--- src/rtl/i2c_master_ctrl.sv ---
// I2C initiator: one single-byte write or read at a 16-bit register offset.
// Ports: clk/rst; start,rw,dev_addr,offset,wdata request; rdata,busy,done,
// ack_err status; scl_oe/sda_oe open-drain pulls; scl_in/sda_in pad levels.
module i2c_master_ctrl #(
    parameter int CLK_DIV = 4
) (
    input  logic        clk,
    input  logic        rst,
    input  logic        start,
    input  logic        rw,
    input  logic [6:0]  dev_addr,
    input  logic [15:0] offset,
    input  logic [7:0]  wdata,
    output logic [7:0]  rdata,
    output logic        busy,
    output logic        done,
    output logic        ack_err,
    output logic        scl_oe,
    output logic        sda_oe,
    input  logic        scl_in,
    input  logic        sda_in
);

    localparam logic [9:0] DIV_M1 = 10'(CLK_DIV - 1);

    typedef enum logic [3:0] {
        S_IDLE, S_START, S_TX_BYTE, S_RX_ACK, S_RSTART,
        S_RX_BYTE, S_TX_NACK, S_STOP, S_DONE
    } state_t;

    state_t      state, state_n;
    logic [9:0]  cnt;
    logic [1:0]  q;
    logic [2:0]  bitn;
    logic [2:0]  byte_idx;
    logic        rw_r;
    logic [6:0]  addr_r;
    logic [15:0] off_r;
    logic [7:0]  wdata_r;
    logic [7:0]  txsh;
    logic [7:0]  rxsh;
    logic        nack;
    logic        active, hold, bit_end, accept;

    assign active  = (state != S_IDLE) && (state != S_DONE);
    // A target stretching the clock keeps SCL low after we release it.
    assign hold    = (q == 2'd2) && !scl_in;
    assign bit_end = active && !hold && (cnt == DIV_M1) && (q == 2'd3);
    // The done cycle is still IDLE, so gate on done to ignore start there.
    assign accept  = (state == S_IDLE) && start && !done;
    assign ack_err = nack;

    always_comb begin
        state_n = state;
        scl_oe  = 1'b0;
        sda_oe  = 1'b0;
        unique case (state)
            S_IDLE: if (accept) state_n = S_START;
            S_START: begin
                sda_oe = q[1];
                if (bit_end) state_n = S_TX_BYTE;
            end
            S_TX_BYTE: begin
                scl_oe = !q[1];
                sda_oe = !txsh[7];
                if (bit_end && bitn == 3'd7) state_n = S_RX_ACK;
            end
            S_RX_ACK: begin
                scl_oe = !q[1];
                if (bit_end) begin
                    if (sda_in || byte_idx == 3'd3)
                        state_n = S_STOP;
                    else if (byte_idx == 3'd4)
                        state_n = S_RX_BYTE;
                    else if (byte_idx == 3'd2 && rw_r)
                        state_n = S_RSTART;
                    else
                        state_n = S_TX_BYTE;
                end
            end
            S_RSTART: begin
                scl_oe = (q == 2'd0);
                sda_oe = q[1];
                if (bit_end) state_n = S_TX_BYTE;
            end
            S_RX_BYTE: begin
                scl_oe = !q[1];
                if (bit_end && bitn == 3'd7) state_n = S_TX_NACK;
            end
            S_TX_NACK: begin
                scl_oe = !q[1];
                if (bit_end) state_n = S_STOP;
            end
            S_STOP: begin
                scl_oe = (q == 2'd0);
                sda_oe = !q[1];
                if (bit_end) state_n = S_DONE;
            end
            S_DONE: state_n = S_IDLE;
            default: state_n = S_IDLE;
        endcase
    end

    always_ff @(posedge clk or posedge rst) begin
        if (rst) begin
            state    <= S_IDLE;
            cnt      <= '0;
            q        <= '0;
            bitn     <= '0;
            byte_idx <= '0;
            rw_r     <= 1'b0;
            addr_r   <= '0;
            off_r    <= '0;
            wdata_r  <= '0;
            txsh     <= '0;
            rxsh     <= '0;
            nack     <= 1'b0;
            rdata    <= '0;
            busy     <= 1'b0;
            done     <= 1'b0;
        end else begin
            state <= state_n;
            done  <= 1'b0;

            if (!active) begin
                cnt <= '0;
                q   <= '0;
            end else if (!hold) begin
                if (cnt == DIV_M1) begin
                    cnt <= '0;
                    q   <= q + 2'd1;
                end else begin
                    cnt <= cnt + 10'd1;
                end
            end

            if (accept) begin
                rw_r    <= rw;
                addr_r  <= dev_addr;
                off_r   <= offset;
                wdata_r <= wdata;
                nack    <= 1'b0;
                busy    <= 1'b1;
            end

            if (bit_end) begin
                case (state)
                    S_START: begin
                        txsh     <= {addr_r, 1'b0};
                        bitn     <= '0;
                        byte_idx <= '0;
                    end
                    S_TX_BYTE: begin
                        txsh <= txsh << 1;
                        bitn <= bitn + 3'd1;
                    end
                    S_RX_ACK: begin
                        bitn     <= '0;
                        byte_idx <= byte_idx + 3'd1;
                        if (sda_in) nack <= 1'b1;
                        case (byte_idx)
                            3'd0: txsh <= off_r[15:8];
                            3'd1: txsh <= off_r[7:0];
                            3'd2: txsh <= wdata_r;
                            default: txsh <= txsh;
                        endcase
                    end
                    S_RSTART: begin
                        txsh     <= {addr_r, 1'b1};
                        byte_idx <= 3'd4;
                    end
                    S_RX_BYTE: begin
                        rxsh <= {rxsh[6:0], sda_in};
                        bitn <= bitn + 3'd1;
                    end
                    default: ;
                endcase
            end

            if (state == S_DONE) begin
                done <= 1'b1;
                busy <= 1'b0;
                if (rw_r && !nack) rdata <= rxsh;
            end
        end
    end

endmodule

--- config.mk ---
export PLATFORM = sky130hd
export DESIGN_NAME = i2c_master_ctrl
export DESIGN_NICKNAME = d
export VERILOG_FILES = /design/src/rtl/i2c_master_ctrl.sv
export SDC_FILE = /design/constraint.sdc
export NUM_CORES = 1
export LEC_CHECK = 0
export BUFFER_PORTS_ARGS = -buffer_cell sky130_fd_sc_hd__buf_2
export CAP_MARGIN = 20
export CORE_MARGIN = 4
export CORE_UTILIZATION = 40
export DETAILED_ROUTE_END_ITERATION = 12
export PLACE_DENSITY = 0.7
export RECOVER_POWER = 25
export SLEW_MARGIN = 20
export SYNTH_ARGS = -nofsm -noshare
export SYNTH_HDL_FRONTEND = slang
export SYNTH_SLANG_ARGS = --single-unit
--- constraint.sdc ---
create_clock -name clk -period 4.13 [get_ports clk]
set_input_delay 0.6195 -clock clk [delete_from_list [all_inputs] [get_ports clk]]
set_output_delay 0.6195 -clock clk [all_outputs]
set_load 0.05 [all_outputs]
==> flow_summary_export.csv, run 1 <==
group,metric,value,unit
run_status,status,"finished, final reports clean",
die,die_w,109,um
worst_setup_path,crit_chain,"buf_4, xnor2_1, o31a_1, nor2_1, buf_2",
detailed_routing,drt_iter0_drc,178,
worst_setup_path,rrSetupSlack,1.49,ns
detailed_routing,vias,2926,
detailed_routing,drcViolationCount,0,
timing,post-route-period-util,69.0,%
clock_tree,cts_hold_buf,0,
synthesis,async_reset_ff_share,100,%
clock_tree,post_cts_buffers,0,
synthesis,synth_edf_count,0,
die,io-pin-count,50,
cells_and_area,num-fill-cells,919,
cells_and_area,num_antenna_cells,0,
synthesis,synth_nets,405,
clock_tree,cts-resized-gates,0,
timing,grt_setup_unrepaired,"false",
synthesis,synth_cell_types,50,
synthesis,synthTopCellsByArea,"dfrtp_1 (50%), mux2_2 (16%), ha_1 (3.4%)",
cells_and_area,instances_no_fill,541,
clock_tree,cts_buffer_depth,2,
worst_setup_path,critPathKind,"reg -> out",
timing,slew_viol_final,0,
grt,antenna_found_initial,0,
timing,final.min_clock_period,2.85,ns
clock_tree,h-tree-depth,3,
synthesis,synth-seq-cells,81,
grt,grt_max_degree,33,
detailed_routing,viasPerCell,5.41,
grt,grt_pass1_vias,3077,
clock_tree,clk_latency,0.35,ns
worst_setup_path,critPathArrivalTime,2.23,ns
die,fp.dieH,109,um
placed_design,gp_congestion,0.895,
power,leakage,2.16,nW
synthesis,ys.flop_type,"dfrtp_1",
cells_and_area,drive_gt1_share,32.6,%
die,dieArea,11900,um^2
synthesis,synth_top_area_share,49.6,%
timing,finalSetupTns,0,ns
detailed_routing,drtPass1Iterations,4,
worst_setup_path,cp_max_fo,17,
die,core_area,9860,um^2
cells_and_area,syn_to_final_growth,13.2,%
clock_tree,root_buffer,"clkbuf_8",
worst_setup_path,reg2reg_to,"rxsh[2]",
power,powerDensity,583,nW/um^2
timing,finClkSkew,0.0141,ns
timing,worst_slew_margin_rel,11.5,%
cells_and_area,nets,451,
worst_setup_path,worstSetupEndpointType,"output pin",
timing,setup_viol,0,
synthesis,synthesis.area,4090,um^2
worst_setup_path,r2r_cells,5,
clock_tree,cts.sinks,81,
cells_and_area,multi_input_area,1950,um^2
synthesis,yosysWarnings,0,
die,initial_utilization,41.4,%
grt,grt_first_pass_wirelength,14.6,mm
timing,fmax,0.351,GHz
grt,groute.usage.overall,15.4,%
detailed_routing,wl_per_cell,15.6,um
worst_setup_path,critical-path-slowest-cell,"dfrtp_1",
worst_setup_path,r2r_start,"cnt[3]",
synthesis,synth_top_cell_by_area,"dfrtp_1",
timing,hold_viol_final,0,
hold_path,hp-class,"in -> async",
synthesis,seq_area_frac_synth,49.6,%
run,maxCapViolations,0,
detailed_routing,ant_nets,0,
synthesis,synth_cells,357,
synthesis,post-synth-top-count-cell,"dfrtp_1",
power,ir_drop,0.310,mV
worst_setup_path,required,3.51,ns
synthesis,synth_commonest_cells,"dfrtp_1 (81), mux2_2 (57), nand2_1 (22)",
cells_and_area,seqCellArea,2030,um^2
clock_tree,cts_tree,"yes",
grt,overflow,0,
clock_tree,numCtsBuffers,9,
synthesis,postSynthAreaPerCell,11.4,um^2
worst_setup_path,cp-start-kind,"flip-flop",
clock_tree,clkTransAtPathRegs,0.09,ns
placed_design,hpwl,6.18,mm
placed_design,placed_cells,525,
placed_design,port_buffers,49,
die,fp-row-count,36,
worst_setup_path,cpPeakStageDelay,0.70,ns
timing,tightestPinTransition,1.33,ns
detailed_routing,finalWirelength,8.42,mm
-- registers in the layout (all words and copies together) (netlist names), 2 cells and up --
register,count
q,2
byte_idx,3
bitn,3
txsh,8
off_r,16
cnt,10
addr_r,7
state,4
rdata,8
wdata_r,8
rxsh,8
-- stage by stage --
stage / area (um^2) / utilization, % / hold WS, ns / power (mW) / setup slack, ns
finish: 4620 / 46.9 / 0.478 / 2.70 / 1.28
global route: 4620 / 46.9 / 0.473 / 2.88 / 1.12
CTS: 4630 / 46.9 / 0.312 / 2.72 / 1.23
detailed placement: 4460 / 45.2 / 0.490 / 2.20 / 1.48
global placement: 4460 / 45.2 / 0.486 / 2.15 / 1.54
floorplan: 4090 / - / 0.477 / 1.96 / 1.39
-- kinds of logic after synthesis --
kind of cell,after synthesis,share of synthesized area (%)
DFF,81,49.6
AOI/OAI and AO/OA,64,10.9
xor gates and xnor gates,9,1.93
adders and majority gates,11,3.37
buffers and inverters,28,2.76
and+or+nand+nor,98,13.5
muxes,66,17.9
-- layer usage --
| layer | global-route usage (%) | vias to the layer above | share of wire, % |
|---|---|---|---|
| met3 | 3.79 | 13 | 5.3 |
| met5 | 0 | - | 0 |
| li1 | - | 1399 | - |
| met1 | 19.1 | 1427 | 42 |
| met2 | 26.0 | 87 | 51 |
| met4 | 5.23 | 0 | 1.7 |
-- critical path: cells and delay by family, from the launching register on --
| kind | cells | cell delay, ns |
|---|---|---|
| XOR/XNOR | 1 | 0.16 |
| AO/OA/AOI/OAI | 1 | 0.28 |
| buffers and inverters | 2 | 0.63 |
| flip-flops | 1 | 0.70 |
| AND/OR/NAND/NOR | 1 | 0.11 |
-- layout make-up --
class | instances | area share, %
Tap cell | 133 | 3.60
Clock inverter | 5 | 0.866
Sequential cell | 81 | 43.8
Inverter | 9 | 0.731
Clock buffer | 11 | 2.84
Timing Repair Buffer | 54 | 6.04
Multi-Input combinational cell | 248 | 42.1
-- worst max-delay path by stage --
stage             start          to  slack [ns]  cells after the start
6_report       state[0]      sda_oe        1.28                      5
5_1_grt        state[0]      sda_oe        1.12                      5
4_1_cts        state[0]      sda_oe        1.23                      5
3_5_place_dp   state[1]  wdata_r[3]        1.48                      4
3_3_place_gp   state[1]   addr_r[6]        1.54                      4
2_1_floorplan  state[0]      sda_oe        1.39                      5
-- cells in the final DEF, fill, tap and decap left out, types with 4 or more instances in the layout --
master	n
nand4_1	7
a22oi_1	8
nor2b_1	5
o2bb2ai_1	7
nand2_1	22
mux2i_1	9
o21ai_0	16
a21oi_1	8
buf_2	49
inv_1	9
clkbuf_8	9
nor2_1	19
dfrtp_1	81
buf_4	4
mux2_2	57
o31ai_1	4
ha_1	11
nand3_1	11
nor3_1	7
xnor2_1	6
nand2b_1	5
-- power by group --
part / leakage (nW) / switching (mW) / internal, mW
clock: 0.0762 / 0.299 / 0.222
combinational: 1.07 / 0.496 / 0.432
sequential: 1.01 / 0.213 / 1.03
(Power assumes the default switching activity.)
==> run 2: changes to the inputs <==
--- a/config.mk
+++ b/config.mk
@@ -5,12 +5,13 @@
 export SDC_FILE = /design/constraint.sdc
 export NUM_CORES = 1
 export LEC_CHECK = 0
+export ABC_AREA = 1
 export BUFFER_PORTS_ARGS = -buffer_cell sky130_fd_sc_hd__buf_2
 export CAP_MARGIN = 20
 export CORE_MARGIN = 4
 export CORE_UTILIZATION = 40
 export DETAILED_ROUTE_END_ITERATION = 12
-export PLACE_DENSITY = 0.7
+export PLACE_DENSITY = 0.73
 export RECOVER_POWER = 25
 export SLEW_MARGIN = 20
 export SYNTH_ARGS = -nofsm -noshare
==> constraint.sdc (replaced) <==
create_clock -name clk -period 2.6 [get_ports clk]
set_input_delay 0.39 -clock clk [delete_from_list [all_inputs] [get_ports clk]]
set_output_delay 0.39 -clock clk [all_outputs]
set_load 0.05 [all_outputs]
==> run 2 against run 1 <==
Against the previous run:
- clock power rose by 110%
- via count rose by 12%
- largest power group unchanged
- sequential share of layout area fell by 1.6 points
- final area rose by 3.9%
- first-iteration DRC count fell by 2.2%
- global-route usage fell by 0.87 points
- the flow now finishes with violations (capacitance limit, slew limit)
- critical path type unchanged
- flip-flop and latch count did not move
- sequential power rose by 50%
- core utilization fell by 0.13 points
- die area rose by 2.5%
- hold slack got worse by 0.23 ns
==> flow_summary_export.csv, run 2 <==
group,metric,value,unit
timing,final.min_clock_period,2.38,ns
placed_design,port_buffers,49,
cells_and_area,layout_common_cells,"nand2_1 (132), dfrtp_1 (81), buf_2 (49), inv_1 (44), nor2_1 (38)",
timing,worst_slack,0.220,ns
clock_tree,numCtsBuffers,9,
worst_setup_path,reg2reg_to,"addr_r[5]",
hold_path,hp-start,"offset[2]",
die,fp-row-count,37,
timing,worst_slew_margin_rel,-30.3,%
timing,grt_setup_unrepaired,"false",
synthesis,yosysWarnings,0,
detailed_routing,dr_wl_met3,335,um
synthesis,synth_top_cell_by_area,"dfrtp_1",
timing,setup_viol,0,
synthesis,synth-seq-cells,81,
synthesis,synth_top_area_share,48.3,%
worst_setup_path,cp_max_fo,8,
synthesis,synthTopCellsByArea,"dfrtp_1 (48%), nand2_1 (12%), mux2_4 (7.5%)",
power,leakage,2.48,nW
grt,antenna_found_initial,0,
cells_and_area,drive_gt1_share,24.1,%
clock_tree,cts_tree,"yes",
timing,post-route-period-util,91.6,%
grt,grt_pass1_vias,3196,
clock_tree,cts_buffer_depth,2,
cells_and_area,syn_to_final_growth,14.5,%
detailed_routing,ant_nets,0,
die,core_area,10300,um^2
placed_design,gp_congestion,0.938,
grt,overflow,0,
detailed_routing,viasPerCell,4.92,
synthesis,seq_area_frac_synth,48.3,%
worst_setup_path,r2r_start,"state[0]",
synthesis,post-synth-top-count-cell,"nand2_1",
power,powerDensity,973,nW/um^2
cells_and_area,num-fill-cells,1020,
cells_and_area,largest_reg_flops,16,
hold_path,worstHoldEndpoint,"off_r[2]",
cells_and_area,design_area,4800,um^2
worst_setup_path,required,2.21,ns
timing,fmax,0.420,GHz
placed_design,postPlaceCellArea,4570,um^2
clock_tree,cts_hold_buf,0,
worst_setup_path,critPathArrivalTime,1.99,ns
timing,tightestPinTransition,1.95,ns
timing,slew_viol_final,82,
die,io-pin-count,50,
worst_setup_path,critical-path-slowest-cell,"dfrtp_1",
die,fp.dieH,110,um
clock_tree,h-tree-depth,3,
worst_setup_path,critPathLaunch,"state[0]",
timing,finalSetupTns,0,ns
worst_setup_path,path_delay_family,"simple AND/OR/NAND/NOR gates",
placed_design,dp_slack,0.347,ns
detailed_routing,top_layer,"met4",
worst_setup_path,worstSetupEndpointType,"output pin",
worst_setup_path,path_buf_inv,2,
synthesis,postSynthAreaPerCell,8.95,um^2
grt,grt_first_pass_wirelength,14.9,mm
detailed_routing,drtPass1Iterations,5,
detailed_routing,drt_iter0_drc,174,
cells_and_area,seqCellArea,2030,um^2
power,ir_drop,0.589,mV
detailed_routing,vias,3264,
clock_tree,clk_latency,0.36,ns
worst_setup_path,cpPeakStageDelay,0.52,ns
clock_tree,clkTransAtPathRegs,0.09,ns
die,dieArea,12200,um^2
cells_and_area,top_regs,"off_r x16, cnt x10",
grt,groute.usage.overall,14.5,%
run_status,violations,"capacitance limit, slew limit",
cells_and_area,num_antenna_cells,0,
cells_and_area,nets,572,
timing,timing.hold.ws,0.250,ns
detailed_routing,wl_met1,4.17,mm
cells_and_area,multi_input_area,1900,um^2
worst_setup_path,critPathKind,"reg -> out",
die,initial_utilization,40.8,%
clock_tree,root_buffer,"clkbuf_8",
cells_and_area,top_register,"off_r",
synthesis,synth_cell_types,36,
worst_setup_path,cp-start-kind,"flip-flop",
worst_setup_path,crit_chain,"inv_1, nor2_1, nand2_1, nand2_2, nor2_1, o2bb2ai_1, buf_2",
synthesis,synthesis.area,4200,um^2
hold_path,hold_depth,2,
synthesis,synth_cells,469,
detailed_routing,finalWirelength,8.63,mm
run,maxCapViolations,1,
worst_setup_path,crit_top_cell,"nor2_1",
worst_setup_path,rrSetupSlack,0.69,ns
synthesis,async_reset_ff_share,100,%
grt,grt_max_degree,82,
clock_tree,cts.sinks,81,
detailed_routing,wl_met2,4.04,mm
run_status,status,"finished with violations",
worst_setup_path,worst-path-stages,7,
synthesis,synth_nets,517,
timing,hold_viol_final,0,
synthesis,ys.flop_type,"dfrtp_1",
placed_design,hpwl,6.31,mm
detailed_routing,wl_per_cell,13.0,um
synthesis,synth_edf_count,0,
hold_path,hp-class,"in -> reg",
die,die_w,110,um
detailed_routing,drcViolationCount,0,
synthesis,synth_commonest_cells,"nand2_1 (132), dfrtp_1 (81), inv_1 (45)",
worst_setup_path,r2r_cells,6,
cells_and_area,layout_commonest_cell,"nand2_1",
timing,finClkSkew,0.0174,ns
power,total_power,4.67,mW
==> run 2: cell count changes in the layout (fill, tap and decap cells not counted), moves of 18 or more <==
| cell | previous run | this run |
|---|---|---|
| inv_1 | 9 | 44 |
| mux2_2 | 57 | 3 |
| mux2_4 | 0 | 21 |
| nand2_1 | 22 | 132 |
| nand3_1 | 11 | 29 |
| nor2_1 | 19 | 38 |
==> run 2: worst reg2reg max path: cells and delay by family (launching register included) <==
kind / cells / cell delay [ns]
flops: 1 / 0.52
mux: 1 / 0.39
simple gates: 3 / 0.39
buf+inv: 2 / 0.50
==> run 2: report_power, final <==
part	internal [mW]	total [mW]	leakage, nW	switching [mW]
combinational	0.712	1.69	1.32	0.980
sequential	1.62	1.87	1.04	0.252
clock	0.639	1.11	0.116	0.469
==> run 2: final cells by class <==
class                           instances  share of cell area [%]
Clock buffer                            9                    2.58
Clock inverter                          6                    2.40
Inverter                               52                    4.14
Multi-Input combinational cell        328                    39.6
Sequential cell                        81                    42.2
Tap cell                              136                    3.54
Timing Repair Buffer                   52                    5.52
==> run 2: per-stage QoR <==
step,utilization [%],instances
after detailed placement,44.4,648
after floorplan,-,469
after global placement,44.4,648
after global routing,46.7,664
after CTS,46.8,664
final,46.7,664
==> run 2: repair_timing <==
action | in CTS | in global routing
setup endpoints to repair | 1 | 1
buffers inserted | 1 | 0
pin swaps | 1 | 0
resized for setup | 0 | 1
==> run 2: worst max-delay path by stage <==
| stage | to | slack, ns |
|---|---|---|
| after floorplan | ack_err | 0.13 |
| after global placement | scl_oe | 0.44 |
| after detailed placement | scl_oe | 0.35 |
| after CTS | scl_oe | 0.17 |
| after global routing | scl_oe | 0.07 |
| final | scl_oe | 0.22 |
==> run 2: kinds of logic (layout without fill, tap and decap cells) <==
| group | count (synthesis) | in the layout | share of synthesized area (%) |
|---|---|---|---|
| fa+ha+maj | 11 | 11 | 3.28 |
| simple gates | 229 | 229 | 24.7 |
| xor+xnor | 2 | 2 | 0.417 |
| compound gates | 62 | 62 | 8.47 |
| buf+inv | 60 | 119 | 6.47 |
| flops | 81 | 81 | 48.3 |
| mux | 24 | 24 | 8.32 |
==> run 2: per-layer routing <==
metal	up-vias	GRT usage (%)
li1	1627	-
met1	1550	21.2
met2	80	21.9
met3	7	2.74
met4	0	4.19
met5	-	0
